$ cat src/rtl/exc_ctrl.sv
// -----------------------------------------------------------------------------
// exc_ctrl -- MEM-stage exception controller, producer side of the CP0
// exception interface.
//
// Synchronises the raw hardware interrupt lines into int_o (mirrored by CP0
// into Cause.IP[15:10]). Resolves the per-instruction exception flags and any
// pending interrupt into a single exception code for the instruction in MEM.
// Once a code is emitted, new exceptions are suppressed while the pipeline
// drains after the flush.
//
// Parameters
//   SYNC_STAGES  flops per interrupt-line synchroniser (2..3)
//   FLUSH_HOLD   forced-NONE cycles after any non-NONE code (1..7)
//
// Ports
//   cpu_clk_50M     in   1   clock, rising edge
//   cpu_rst         in   1   asynchronous active-high reset
//   ext_int_i       in   6   raw interrupt lines (asynchronous)
//   mem_valid_i     in   1   MEM holds a real instruction
//   mem_pc_i        in   32  PC of the MEM instruction
//   mem_in_delay_i  in   1   MEM instruction is in a branch delay slot
//   adel_if_i       in   1   fetch address error
//   ri_i            in   1   reserved instruction
//   ov_i            in   1   arithmetic overflow
//   sys_i           in   1   SYSCALL
//   bp_i            in   1   BREAK
//   adel_i          in   1   load address error
//   ades_i          in   1   store address error
//   eret_i          in   1   ERET in MEM
//   mem_addr_i      in   32  data address of the MEM load/store
//   status_i        in   32  CP0 Status (IE=0, EXL=1, IM=15:8)
//   cause_i         in   32  CP0 Cause (IP=15:8)
//   int_o           out  6   synchronised interrupt lines
//   exccode_o       out  5   exception code (combinational)
//   exc_badvaddr_o  out  32  faulting address
//   pc_o            out  32  mem_pc_i pass-through
//   in_delay_o      out  1   mem_in_delay_i pass-through
// -----------------------------------------------------------------------------
module exc_ctrl #(
    parameter int SYNC_STAGES = 2,
    parameter int FLUSH_HOLD  = 2
) (
    input  logic        cpu_clk_50M,
    input  logic        cpu_rst,
    input  logic [5:0]  ext_int_i,
    input  logic        mem_valid_i,
    input  logic [31:0] mem_pc_i,
    input  logic        mem_in_delay_i,
    input  logic        adel_if_i,
    input  logic        ri_i,
    input  logic        ov_i,
    input  logic        sys_i,
    input  logic        bp_i,
    input  logic        adel_i,
    input  logic        ades_i,
    input  logic        eret_i,
    input  logic [31:0] mem_addr_i,
    input  logic [31:0] status_i,
    input  logic [31:0] cause_i,
    output logic [5:0]  int_o,
    output logic [4:0]  exccode_o,
    output logic [31:0] exc_badvaddr_o,
    output logic [31:0] pc_o,
    output logic        in_delay_o
);

    localparam logic [4:0] EXC_INT  = 5'h00;
    localparam logic [4:0] EXC_ADEL = 5'h04;
    localparam logic [4:0] EXC_ADES = 5'h05;
    localparam logic [4:0] EXC_SYS  = 5'h08;
    localparam logic [4:0] EXC_BP   = 5'h09;
    localparam logic [4:0] EXC_RI   = 5'h0A;
    localparam logic [4:0] EXC_OV   = 5'h0C;
    localparam logic [4:0] EXC_NONE = 5'h10;
    localparam logic [4:0] EXC_ERET = 5'h11;

    // Counter is loaded with FLUSH_HOLD-1 so that HOLD lasts FLUSH_HOLD cycles.
    localparam logic [2:0] HOLD_LOAD = 3'(FLUSH_HOLD - 1);

    typedef enum logic {
        ST_RUN  = 1'b0,
        ST_HOLD = 1'b1
    } state_t;

    state_t                     state_q, state_d;
    logic [2:0]                 cnt_q, cnt_d;
    logic [SYNC_STAGES-1:0][5:0] sync_q, sync_d;

    logic        int_pending;
    logic [4:0]  exc_code;
    logic [31:0] exc_badvaddr;

    // Only IE, EXL and the IM/IP bytes matter here.
    logic unused_ok;
    assign unused_ok = ^{status_i[31:16], status_i[7:2], cause_i[31:16], cause_i[7:0]};

    // ---------------------------------------------------------------------
    // Interrupt synchroniser: shift each line through SYNC_STAGES flops.
    // ---------------------------------------------------------------------
    always_comb begin
        sync_d = {sync_q[SYNC_STAGES-2:0], ext_int_i};
    end

    always_ff @(posedge cpu_clk_50M or posedge cpu_rst) begin
        if (cpu_rst) begin
            sync_q <= '0;
        end else begin
            sync_q <= sync_d;
        end
    end

    assign int_o = sync_q[SYNC_STAGES-1];

    // ---------------------------------------------------------------------
    // Exception prioritisation (combinational).
    // ---------------------------------------------------------------------
    assign int_pending = status_i[0] & ~status_i[1] & (|(cause_i[15:8] & status_i[15:8]));

    always_comb begin
        exc_code     = EXC_NONE;
        exc_badvaddr = '0;
        // Bubbles never raise anything, so an interrupt waits for a real
        // instruction and EPC points at it.
        if (!cpu_rst && (state_q == ST_RUN) && mem_valid_i) begin
            if (int_pending) begin
                exc_code = EXC_INT;
            end else if (adel_if_i) begin
                exc_code     = EXC_ADEL;
                exc_badvaddr = mem_pc_i;
            end else if (ri_i) begin
                exc_code = EXC_RI;
            end else if (ov_i) begin
                exc_code = EXC_OV;
            end else if (sys_i) begin
                exc_code = EXC_SYS;
            end else if (bp_i) begin
                exc_code = EXC_BP;
            end else if (adel_i) begin
                exc_code     = EXC_ADEL;
                exc_badvaddr = mem_addr_i;
            end else if (ades_i) begin
                exc_code     = EXC_ADES;
                exc_badvaddr = mem_addr_i;
            end else if (eret_i) begin
                exc_code = EXC_ERET;
            end
        end
    end

    assign exccode_o      = exc_code;
    assign exc_badvaddr_o = exc_badvaddr;
    assign pc_o           = cpu_rst ? 32'd0 : mem_pc_i;
    assign in_delay_o     = cpu_rst ? 1'b0 : mem_in_delay_i;

    // ---------------------------------------------------------------------
    // RUN/HOLD flush suppression FSM.
    // ---------------------------------------------------------------------
    always_comb begin
        state_d = state_q;
        cnt_d   = cnt_q;
        case (state_q)
            ST_RUN: begin
                if (exc_code != EXC_NONE) begin
                    state_d = ST_HOLD;
                    cnt_d   = HOLD_LOAD;
                end
            end
            ST_HOLD: begin
                if (cnt_q == 3'd0) begin
                    state_d = ST_RUN;
                end else begin
                    cnt_d = cnt_q - 3'd1;
                end
            end
            default: begin
                state_d = ST_RUN;
                cnt_d   = '0;
            end
        endcase
    end

    always_ff @(posedge cpu_clk_50M or posedge cpu_rst) begin
        if (cpu_rst) begin
            state_q <= ST_RUN;
            cnt_q   <= '0;
        end else begin
            state_q <= state_d;
            cnt_q   <= cnt_d;
        end
    end

endmodule

$ cat config.mk
export PLATFORM = sky130hd
export DESIGN_NAME = exc_ctrl
export DESIGN_NICKNAME = d
export VERILOG_FILES = /design/src/rtl/exc_ctrl.sv
export SDC_FILE = /design/constraint.sdc
export NUM_CORES = 1
export LEC_CHECK = 0
export CAP_MARGIN = 20
export CORE_MARGIN = 8
export CORE_UTILIZATION = 24
export CTS_CLUSTER_SIZE = 24
export DETAILED_ROUTE_END_ITERATION = 10
export PLACE_DENSITY = 0.91
export SYNTH_ARGS = -nofsm -noshare
export SYNTH_HDL_FRONTEND = slang
export SYNTH_SLANG_ARGS = --single-unit
$ cat constraint.sdc
create_clock -name cpu_clk_50M -period 4.5 [get_ports cpu_clk_50M]
set_input_delay 1.125 -clock cpu_clk_50M [delete_from_list [all_inputs] [get_ports cpu_clk_50M]]
set_output_delay 1.125 -clock cpu_clk_50M [all_outputs]
set_load 0.05 [all_outputs]
# Yosys cells after proc, flatten, opt, wreduce, memory -nomap -nowiden
# Index checks and enable logic that the tools add are counted.
# word_totals
input_bits	146
regBits	16
wordCells	46
# op_classes
n_eq_ne	3
n_mux	27
addsub	1
reduce_logical	6
bitwise_logic	5
# ops
op	n
32-bit 2-to-1 mux	10
5-bit 2-to-1 mux	9
8-bit bitwise AND	1
8-bit OR reduction	1
3-bit 2-to-1 mux	2
3-bit one-hot mux with 2 select lines	1
5-bit inequality test, second input constant	1
1-bit 2-to-1 mux	4
3-bit zero test	1
3-bit by 1-bit subtractor with 3-bit output, second input constant	1
1-bit bitwise AND	2
1-bit logical AND	2
2-bit by 1-bit inequality test with 1-bit output, second input constant	1
2-bit inequality test, second input constant	1
1-bit NOT	2
1-bit one-hot mux with 2 select lines	1
2-bit AND reduction	1
1-bit zero test	1

# Depth between registers and ports, before layout
# logic_depth
depth_word	13
depth_mapped	7
ltp_nobuf	6

# Least setup slack after synthesis
# Ideal clock, no wire load.
# synth_path
path_kind	in2out
startpoint	input cause_i[10]
endpoint	output exccode_o[1]
stages	5
n_path_buf	1
path_slack_ps	459
required_ps	3375
arrival_time_ps	2916
cell_sequence	a22oi_1 a41oi_1 nand2b_1 buf_2 nor3b_1
# synth_between
elab_chain_len	5
# synth_rtl
item	line_no	rtl
from (decl)	59	input logic [31:0] cause_i,
8-bit bitwise AND	117	assign int_pending = status_i[0] & ~status_i[1] & (|(cause_i[15:8] & status_i[15:8]));
8-bit OR reduction	117	
1-bit bitwise AND	117	
5-bit 2-to-1 mux	125	if (int_pending) begin
5-bit 2-to-1 mux	124	if (!cpu_rst && (state_q == ST_RUN) && mem_valid_i) begin
to (decl)	61	output logic [4:0] exccode_o,
# No other way between the ends.

# Worst setup path in the final report
# layout_path
startpoint	input cause_i[10]
endpoint	output exccode_o[0]
# The elaborated chain is that of the path after synthesis.

==> run metrics <==
highest net fanout along the worst path=27; share of the yosys chip area belonging to registers=0.293; fin crit share=0.918; Fill cells=418; syn_area_per_cell=7.96 sq um; ys async rst share=1.00; max_cap viols=0; Post-synth top flop=dfrtp_1; die area=8380 sq um; antenna violations before repair=0; layout cells sized above 1=0.258; pins over their slew limit=0; Power Internal=0.467 mW; vias in the first global route=2118; Worst-path clk slew=0.06 ns; # diodes=0; share of the synthesized area in the top cell type=0.293; area growth from synthesis to layout=157%; Hold Slack=0.346 ns; # setup viols final=0; crit path kind=in -> out; largest net degree at the start of global routing=35; Overflow after GRT=0; final WL=7530 um; Pre-antenna DRT Iters=4; final instance area=3520 sq um; DR vias/cell=4.80; Remaining DRCs=0; Seq pwr share=0.228; Worst-Skew Late Latency=0.25 ns; RR Startpoint=cnt_q[1]; final hold vios=0; H-tree levels=1; final antenna-violating net count=0; Comb power frac=0.610; Synth Instances=172; CORE AREA=5510 sq um; EDFF count, synth=0; drt wl/cell=18.2 um; Setup Skew=0.00318 ns; Yosys top cell by area=dfrtp_1; top post-synthesis cells by area=dfrtp_1 (29%), a22oi_1 (20%), nor2b_1 (15%); Max VDD drop=0.146 mV; syn_nets=320; switch share=0.395; Sw Pwr=0.306 mW; port bufs=175; clock share of power=0.162; TNS Setup=0 ns; total power=0.773 mW; via count of the routed design=1983; Final Critical Period=4.13 ns; Hold-fix buffers, CTS=0; hold path endpoint=int_o[0]; final std cells w/o fill=413; Placement Cell Area=3460 sq um; placed cell count=409; HP Class=reg -> reg; routability cong.=0.798; critical path required time=3.38 ns; worst flop-to-flop path endpoint=cnt_q[2]; number of nets in the layout=490; leakage=1.42 nW; PwrDens=220 nW/um^2; Ys Warns=0; # resized after CTS=0; Worst EP arrival=3.01 ns; Max Clk Rate=242 MHz; DRT iter0 DRCs=57; Worst Tran Pin Value=0.567 ns; Hold Crit Depth=0; post-synthesis register bit count=16; CP Launch Type=input port; Initial Utilization=0.249; first-pass GRT wire length=11500 um; row cnt=27; RSZ-0062 raised after global routing=false; Netlist cell types=27; Worst R2R Path Depth=6; die span in y=91.5 um; Num CTS Buffers=3; r2r setup slk=2.85 ns; clk sinks=16; status=completed; Top Ports=222; Hold Startpoint=sync_d[6]; gr usage total=0.169; root buf cell=clkbuf_8; top cells by count, synth=a22oi_1 (36), nor2b_1 (33), nor2_1 (30); DIE WIDTH=91.5 um; CTS tree=built; dpl hpwl=6370 um; clock tree buffer depth=2; max_slew headroom=0.622; most common cell in the synthesized netlist=a22oi_1; Setup crit end kind=output port; Mapped Area=1370 sq um; Post-CTS Setup Repair Bufs=0
-- logic make-up after synthesis --
kind of cell             share of synthesized area
buffers and inverters                       0.0841
XOR/XNOR                                   0.00640
adder cells (fa/ha/maj)                     0.0183
AO/OA/AOI/OAI                                0.237
flip-flops                                   0.293
AND/OR/NAND/NOR                              0.362
-- per-stage QoR --
step	utilization	worst slack (ns)
5_1_grt	0.639	0.143
4_1_cts	0.639	0.334
3_5_place_dp	0.629	0.347
6_report	0.639	0.369
2_1_floorplan	-	0.459
3_3_place_gp	0.629	0.360
-- worst max-delay path by stage --
stage | to | cells past startpoint | startpoint
floorplan | exccode_o[1] | 5 | cause_i[10]
detailed placement | exccode_o[1] | 7 | status_i[11]
finish | exccode_o[0] | 7 | cause_i[10]
global route | exccode_o[0] | 7 | status_i[10]
global placement | exccode_o[1] | 7 | cause_i[10]
CTS | exccode_o[0] | 7 | status_i[11]
-- critical path, cell delays in order --
cell,delay [ns]
clkdlybuf4s50_1,0.40
a22oi_1,0.20
a41oi_1,0.19
nand2b_1,0.26
buf_4,0.26
nor3_1,0.37
buf_12,0.19
-- per-layer routing --
| layer | share of wire | global-route usage | vias up |
|---|---|---|---|
| met5 | 0 | 0 | - |
| met1 | 0.34 | 0.166 | 908 |
| met3 | 0.084 | 0.0477 | 22 |
| met2 | 0.54 | 0.316 | 113 |
| met4 | 0.030 | 0.0805 | 0 |
| li1 | - | - | 940 |
-- state kept, by name, summed over array words and instances (netlist names) --
register	flops
int_o	6
sync_d	6
cnt_q	3
state_q	1
-- power groups by stage --
stage / registers (mW) / clock network (mW) / logic, mW
final: 0.176 / 0.125 / 0.471
after floorplan: 0.186 / 0 / 0.235
after CTS: 0.176 / 0.130 / 0.474
after global routing: 0.179 / 0.132 / 0.501
after detailed placement: 0.179 / 0 / 0.473
after global placement: 0.177 / 0 / 0.461
-- cell type report --
type	instances	area, sq um	share of cell area
multi-input cells	136	853	0.242
flip-flops and latches	16	400	0.114
inverters	5	18.8	0.00533
repair buffers	180	2100	0.597
clock buffers	4	55.1	0.0156
well taps	72	90.1	0.0256
-- cell usage in the layout (no fill, tap or decap), types with 4 or more instances in the layout --
| cell type | count |
|---|---|
| a22oi_1 | 36 |
| dfrtp_1 | 16 |
| nand3_1 | 4 |
| buf_4 | 36 |
| clkbuf_8 | 4 |
| nor2_2 | 7 |
| nor2b_1 | 33 |
| clkdlybuf4s50_1 | 105 |
| nor3_1 | 4 |
| nor2_1 | 30 |
| buf_12 | 39 |
| inv_1 | 5 |
Power figures use the tool's default switching activity.
